--- config.mk ---
export PLATFORM = sky130hd
export DESIGN_NAME = debug_step_controller
export DESIGN_NICKNAME = d
export VERILOG_FILES = /design/src/rtl/gb_debug_pkg.sv /design/src/rtl/debug_step_controller_step_counter.sv /design/src/rtl/debug_step_controller.sv
export SDC_FILE = /design/constraint.sdc
export NUM_CORES = 1
export LEC_CHECK = 0
export BUFFER_PORTS_ARGS = -buffer_cell sky130_fd_sc_hd__buf_4
export CAP_MARGIN = 15
export CORE_AREA = 2 2 66 68
export CTS_CLUSTER_DIAMETER = 30
export CTS_CLUSTER_SIZE = 12
export DETAILED_ROUTE_END_ITERATION = 16
export DIE_AREA = 0 0 68 70
export HOLD_SLACK_MARGIN = 0.02
export RECOVER_POWER = 50
export SLEW_MARGIN = 20
export SYNTH_ARGS = -nofsm -noshare
export SYNTH_HDL_FRONTEND = slang
export SYNTH_SLANG_ARGS = --single-unit
--- constraint.sdc ---
create_clock -name clk -period 3.66 [get_ports clk]
set_input_delay 0.366 -clock clk [delete_from_list [all_inputs] [get_ports clk]]
set_output_delay 0.366 -clock clk [all_outputs]
set_load 0.05 [all_outputs]
--- src/rtl/gb_debug_pkg.sv ---
// Shared definitions for the Game Boy debug step controller: FSM state
// encoding, debug command bytes and the default tick count per step.
// The BREAKPOINT_EN macro adds the breakpoint address argument states.
package gb_debug_pkg;

  // One machine cycle is four T-states of the GB clock
  localparam int TICKS_PER_STEP_DEF = 4;

  localparam logic [7:0] CMD_HALT  = 8'h68;  // 'h'
  localparam logic [7:0] CMD_RUN   = 8'h72;  // 'r'
  localparam logic [7:0] CMD_STEP  = 8'h73;  // 's'
  localparam logic [7:0] CMD_NSTEP = 8'h6E;  // 'n'
  localparam logic [7:0] CMD_BP    = 8'h62;  // 'b'
  localparam logic [7:0] CMD_BPCLR = 8'h63;  // 'c'

  typedef enum logic [2:0] {
    ST_RUN    = 3'd0,
    ST_HALTED = 3'd1,
    ST_STEP   = 3'd2,
`ifdef BREAKPOINT_EN
    ST_ARG_N  = 3'd3,
    ST_ARG_LO = 3'd4,
    ST_ARG_HI = 3'd5
`else
    ST_ARG_N  = 3'd3
`endif
  } state_t;

  // Tick counter width: enough for COUNT_W steps of TICKS_PER_STEP ticks
  function automatic int tick_cnt_w(input int count_w, input int ticks_per_step);
    return count_w + $clog2(ticks_per_step);
  endfunction

endpackage

--- src/rtl/debug_step_controller_step_counter.sv ---
// step_counter: counts gb_tick strobes while running and flags the tick that
// completes N steps. done is combinational on that tick so the owner can
// register its reaction on the same edge the final tick is seen.
module step_counter
  import gb_debug_pkg::*;
#(
  parameter int TICKS_PER_STEP = TICKS_PER_STEP_DEF,
  parameter int COUNT_W        = 8
) (
  input  logic               clk,
  input  logic               reset,
  input  logic               load,
  input  logic [COUNT_W-1:0] count_n,
  input  logic               run,
  input  logic               tick,
  output logic               done
);

  localparam int CW = tick_cnt_w(COUNT_W, TICKS_PER_STEP);

  logic [CW-1:0] tick_cnt;
  logic [CW-1:0] tick_target;

  // Load clears the count and latches the total tick target; otherwise count ticks while running
  always_ff @(posedge clk) begin
    if (reset) begin
      tick_cnt    <= '0;
      tick_target <= '0;
    end else if (load) begin
      tick_cnt    <= '0;
      tick_target <= CW'(count_n) * CW'(TICKS_PER_STEP);
    end else if (run && tick) begin
      tick_cnt <= tick_cnt + 1'b1;
    end
  end

  assign done = run && tick && (tick_cnt == tick_target - 1'b1);

endmodule

--- src/rtl/debug_step_controller.sv ---
// debug_step_controller: decodes UART debug bytes and sequences the GB core
// between run, halt and counted single-step. All outputs are registered; a
// byte seen in cycle k acts at edge k+1, with trigger marking halt_req edges.
// Optional feature macro: BREAKPOINT_EN (PC breakpoint checked in RUN).
//
// state     | meaning
// ----------+-----------------------------------------------
// ST_RUN    | core free-running, halt_req = 0
// ST_HALTED | core halted, waiting for a command
// ST_STEP   | core released for N*TICKS_PER_STEP gb_ticks
// ST_ARG_N  | next byte is the step count N (not decoded)
// ST_ARG_LO | next byte is breakpoint address low byte
// ST_ARG_HI | next byte is breakpoint address high byte
module debug_step_controller
  import gb_debug_pkg::*;
#(
  parameter int TICKS_PER_STEP = TICKS_PER_STEP_DEF,
  parameter int COUNT_W        = 8,
  parameter bit START_HALTED   = 1'b1
) (
  input  logic        clk,
  input  logic        reset,
  input  logic        rx_valid,
  input  logic [7:0]  rx_byte,
  input  logic        gb_tick,
  input  logic [15:0] pc,
  output logic        halt_req,
  output logic        trigger,
  output logic        step_busy,
  output logic        cmd_error,
  output logic        bp_hit
);

  state_t             state;
  logic               step_load;
  logic [COUNT_W-1:0] step_n;
  logic [COUNT_W-1:0] arg_n;
  logic               step_done;
  logic               bp_match;
  logic               rx_halt;

  assign arg_n   = COUNT_W'(rx_byte);
  assign rx_halt = rx_valid && (rx_byte == CMD_HALT);

`ifdef BREAKPOINT_EN
  logic        bp_armed;
  logic [15:0] bp_addr;
  logic [7:0]  bp_lo;

  assign bp_match = bp_armed && gb_tick && (pc == bp_addr);
`else
  logic unused_pc;

  assign unused_pc = ^pc;
  assign bp_match  = 1'b0;
  assign bp_hit    = 1'b0;
`endif

  // Every STEP entry reloads the counter, so a fresh step never sees stale ticks
  always_comb begin
    step_load = 1'b0;
    step_n    = '0;
    if (rx_valid) begin
      if (state == ST_HALTED && rx_byte == CMD_STEP) begin
        step_load = 1'b1;
        step_n    = COUNT_W'(1);
      end else if (state == ST_ARG_N && arg_n != '0) begin
        step_load = 1'b1;
        step_n    = arg_n;
      end
    end
  end

  step_counter #(
    .TICKS_PER_STEP(TICKS_PER_STEP),
    .COUNT_W       (COUNT_W)
  ) u_step_counter (
    .clk    (clk),
    .reset  (reset),
    .load   (step_load),
    .count_n(step_n),
    .run    (state == ST_STEP),
    .tick   (gb_tick),
    .done   (step_done)
  );

  // Command FSM with registered outputs; trigger is set only where halt_req actually flips
  always_ff @(posedge clk) begin
    if (reset) begin
      state     <= START_HALTED ? ST_HALTED : ST_RUN;
      halt_req  <= START_HALTED;
      trigger   <= 1'b0;
      step_busy <= 1'b0;
      cmd_error <= 1'b0;
`ifdef BREAKPOINT_EN
      bp_hit    <= 1'b0;
      bp_armed  <= 1'b0;
      bp_addr   <= '0;
      bp_lo     <= '0;
`endif
    end else begin
      trigger   <= 1'b0;
      cmd_error <= 1'b0;
`ifdef BREAKPOINT_EN
      bp_hit    <= 1'b0;
`endif
      case (state)
        ST_RUN: begin
          // A breakpoint hit absorbs a coincident 'h' into the same single transition
          if (bp_match || rx_halt) begin
            state    <= ST_HALTED;
            halt_req <= 1'b1;
            trigger  <= 1'b1;
          end
`ifdef BREAKPOINT_EN
          bp_hit <= bp_match;
`endif
          if (rx_valid && rx_byte != CMD_HALT && rx_byte != CMD_RUN) cmd_error <= 1'b1;
        end
        ST_HALTED: begin
          if (rx_valid) begin
            case (rx_byte)
              CMD_RUN: begin
                state    <= ST_RUN;
                halt_req <= 1'b0;
                trigger  <= 1'b1;
              end
              CMD_STEP: begin
                state     <= ST_STEP;
                halt_req  <= 1'b0;
                trigger   <= 1'b1;
                step_busy <= 1'b1;
              end
              CMD_NSTEP: state <= ST_ARG_N;
              CMD_HALT:  ;
`ifdef BREAKPOINT_EN
              CMD_BP:    state <= ST_ARG_LO;
              CMD_BPCLR: bp_armed <= 1'b0;
`endif
              default:   cmd_error <= 1'b1;
            endcase
          end
        end
        ST_ARG_N: begin
          if (rx_valid) begin
            if (arg_n != '0) begin
              state     <= ST_STEP;
              halt_req  <= 1'b0;
              trigger   <= 1'b1;
              step_busy <= 1'b1;
            end else begin
              state <= ST_HALTED;
            end
          end
        end
        ST_STEP: begin
          // Final tick and 'h' in the same cycle collapse into one halt
          if (step_done || rx_halt) begin
            state     <= ST_HALTED;
            halt_req  <= 1'b1;
            trigger   <= 1'b1;
            step_busy <= 1'b0;
          end
          if (rx_valid && rx_byte != CMD_HALT) cmd_error <= 1'b1;
        end
`ifdef BREAKPOINT_EN
        ST_ARG_LO: begin
          if (rx_valid) begin
            bp_lo <= rx_byte;
            state <= ST_ARG_HI;
          end
        end
        ST_ARG_HI: begin
          if (rx_valid) begin
            bp_addr  <= {rx_byte, bp_lo};
            bp_armed <= 1'b1;
            state    <= ST_HALTED;
          end
        end
`endif
        default: begin
          state     <= ST_HALTED;
          halt_req  <= 1'b1;
          trigger   <= !halt_req;
          step_busy <= 1'b0;
        end
      endcase
    end
  end

endmodule

==> flow_summary_export.csv <==
group,metric,value,unit
yosys,synth_nets,193,
setup_path,crit_type,"reg -> reg",
setup_path,crit_chain,"inv_1, ha_1, o21ba_2, a221oi_1, a41oi_1, a211oi_1, o22ai_1",
layout,num-fill-cells,438,
sta,rsz0062_at_grt,"no",
layout,area_delta_synth_final,14.3,%
layout,register_area,480,um^2
layout,n_antenna_cell,0,
route,drtIter0Drc,57,
yosys,synth_compound_area_frac,0.204,
worst_hold_path,hold_class,"in -> reg",
global_route,grt_pass1_vias,1174,
clock_network,path_clk_slew,90,ps
clock_network,clk_latency,270,ps
global_route,antenna_found_initial,0,
yosys,syn-cell-area,1380,um^2
power,pwr_density_cell,349,nW/um^2
route,antenna_left,0,
yosys,synth_area_leaders,"dfxtp_1 35%, xnor2_1 5.7%, xor2_1 5.7%, nor2_1 4.6%, a22o_1 3.8%",
power,leakagePower,0.601,nW
yosys,yosysUniqueCellTypes,49,
route,drc_errors,0,
floorplan,die_area,4760,um^2
yosys,synth_xor_area_frac,0.114,
floorplan,die_y,70,um
global_route,grt_start_max_net_pins,15,
power,fin_total_pwr,0.000552,W
route,vias,1217,
route,routed_wirelength,2950,um
clock_network,cts_setup_buffers,0,
sta,max_freq,454,MHz
floorplan,die_w,68,um
clock_network,root_buffer,"clkbuf_8",
sta,setup_viol,0,
clock_network,cts_tree,"done",
clock_network,cts_buffers,3,
setup_path,crit_path_end_kind,"register",
yosys,synthTopCellsByCount,"24 x dfxtp_1, 17 x nor2_1, 9 x nand2_1, 9 x xnor2_1, 9 x xor2_1",
floorplan,io_pins,33,
sta,fin_crit,2200,ps
setup_path,crit_fanout,8,
yosys,async_flop_share,0,
setup_path,slowest_delay,480,ps
global_route,overflow,0,
sta,fin_ws,1460,ps
yosys,synth-seq-cells,24,
sta,finalCritPeriodShare,0.602,
layout,drive_gt1_frac,0.115,
yosys,synth_top_area_cell,"dfxtp_1",
floorplan,initial_core_util,0.334,
yosys,syn_avg_cell_area,8.48,um^2
sta,setup_tns,0,ps
clock_network,cts.sinks,24,
yosys,yosysSeqAreaShare,0.348,
floorplan,core,4140,um^2
yosys,yosysMostFrequentCell,"dfxtp_1",
clock_network,hold_buffers,0,
sta,tightest_slew,627,ps
placed_design,place_congestion,0.886,
yosys,syn_inst,163,
placed_design,dpl_worst_slack,1340,ps
sta,maxSlewHeadroom,0.581,
global_route,grt_pass1_wl,5200,um
yosys,synth_edf_count,0,
placed_design,portBuffers,15,
yosys,synth_top_family_by_area,"simple AND/OR/NAND/NOR gates",
setup_path,start_kind,"register",
clock_network,h-tree-depth,1,
yosys,yosys_warnings,0,
yosys,synth_mux_area_frac,0.0145,
flow_run,drv_cap,0,
yosys,synth_fa_ha_area_frac,0.0181,
route,dr.pass1.iters,4,
setup_path,cp.required,3800,ps
sta,hold_slack,318,ps
placed_design,dp_hpwl,2240,um
route,wire_per_inst,13.0,um
run_status,status,"finished, final reports clean",
yosys,ys_dominant_reg_cell,"dfxtp_1",
clock_network,cts_max_path_buffers,2,
clock_network,ctsResizeCount,0,
yosys,synth.top_cell.area_share,0.348,
setup_path,worstPathArrival,2340,ps
yosys,synth_simple_gate_area_share,0.255,
power,irDropWorstVdd,0.185,mV
global_route,grt.total_usage,0.138,
sta,hold_viol,0,
sta,finClkSkew,11.5,ps
setup_path,slowest_stage,"dfxtp_1",
route,viasPerCell,5.38,
floorplan,rows,24,
sta,final_max_slew_viol_count,0,
layout,nets,205,
layout,multi_input_area,847,um^2
==> per-layer routing <==
layer / up-vias / GRT usage / share of wire
li1: 619 / - / -
met4: 0 / 0.0467 / 0.014
met3: 4 / 0.0193 / 0.057
met5: - / 0 / 0
met1: 561 / 0.202 / 0.48
met2: 33 / 0.206 / 0.45
==> flip-flops by register name (all words and copies together), names as in the netlist <==
| signal | flops |
|---|---|
| u_step_counter.tick_target | 8 |
| u_step_counter.tick_cnt | 10 |
| trigger | 1 |
| state | 2 |
| halt_req | 1 |
| cmd_error | 1 |
| step_busy | 1 |
==> area by class of cell <==
type | instances | area share
inverters | 5 | 0.0119
repair buffers | 15 | 0.0618
clock buffers | 3 | 0.0261
flip-flops and latches | 24 | 0.304
multi-input cells | 126 | 0.536
well taps | 52 | 0.0412
clock inverters | 1 | 0.0190
==> cells by family after synthesis <==
group / Yosys count
DFF: 24
buffers and inverters: 13
AOI/OAI and AO/OA: 39
muxes: 2
xor gates and xnor gates: 18
adders and majority gates: 2
and+or+nand+nor: 64
other: 1
==> cell usage in the layout, fill, tap and decap left out, types with 3 or more instances in the layout <==
master	synthesis	final
a211o_1	3	3
nand3_1	7	7
a211oi_1	4	4
nand2_1	9	9
a22o_1	6	6
clkbuf_8	0	3
xnor2_1	9	9
xor2_1	9	9
a21oi_1	5	5
dfxtp_1	24	24
o21ai_0	8	8
nor2_1	17	17
inv_1	5	5
buf_4	1	11
nor3_1	8	8
clkbuf_1	4	4
==> through the flow <==
stage / cells / util / cell area [um^2]
after detailed placement: 222 / 0.366 / 1520
after floorplan: 163 / - / 1380
after global routing: 226 / 0.381 / 1580
final: 226 / 0.381 / 1580
after global placement: 222 / 0.366 / 1520
after CTS: 226 / 0.383 / 1590
==> power breakdown <==
group	internal, W	switching, W
Sequential	0.000265	0.00000313
Combinational	0.0000177	0.0000334
Clock	0.000146	0.0000866
Total	0.000429	0.000123
==> path summary, 6_finish.rpt <==
| path | startpoint | to | slack (ps) | cells past startpoint |
|---|---|---|---|---|
| setup / recovery | u_step_counter.tick_target[2] | step_busy | 1460 | 7 |
| setup reg to reg | u_step_counter.tick_target[2] | step_busy | 1460 | 7 |
| hold reg to reg | halt_req | halt_req | 480 | 1 |
| hold / removal | reset | u_step_counter.tick_target[2] | 320 | 2 |
==> worst max-delay path, delay by kind of cell (launching register included) <==
kind            cells  cell delay (ps)
compound gates      5             1210
flops               1              480
fa+ha+maj           1              310
buf+inv             1               80
(Power assumes the default switching activity.)
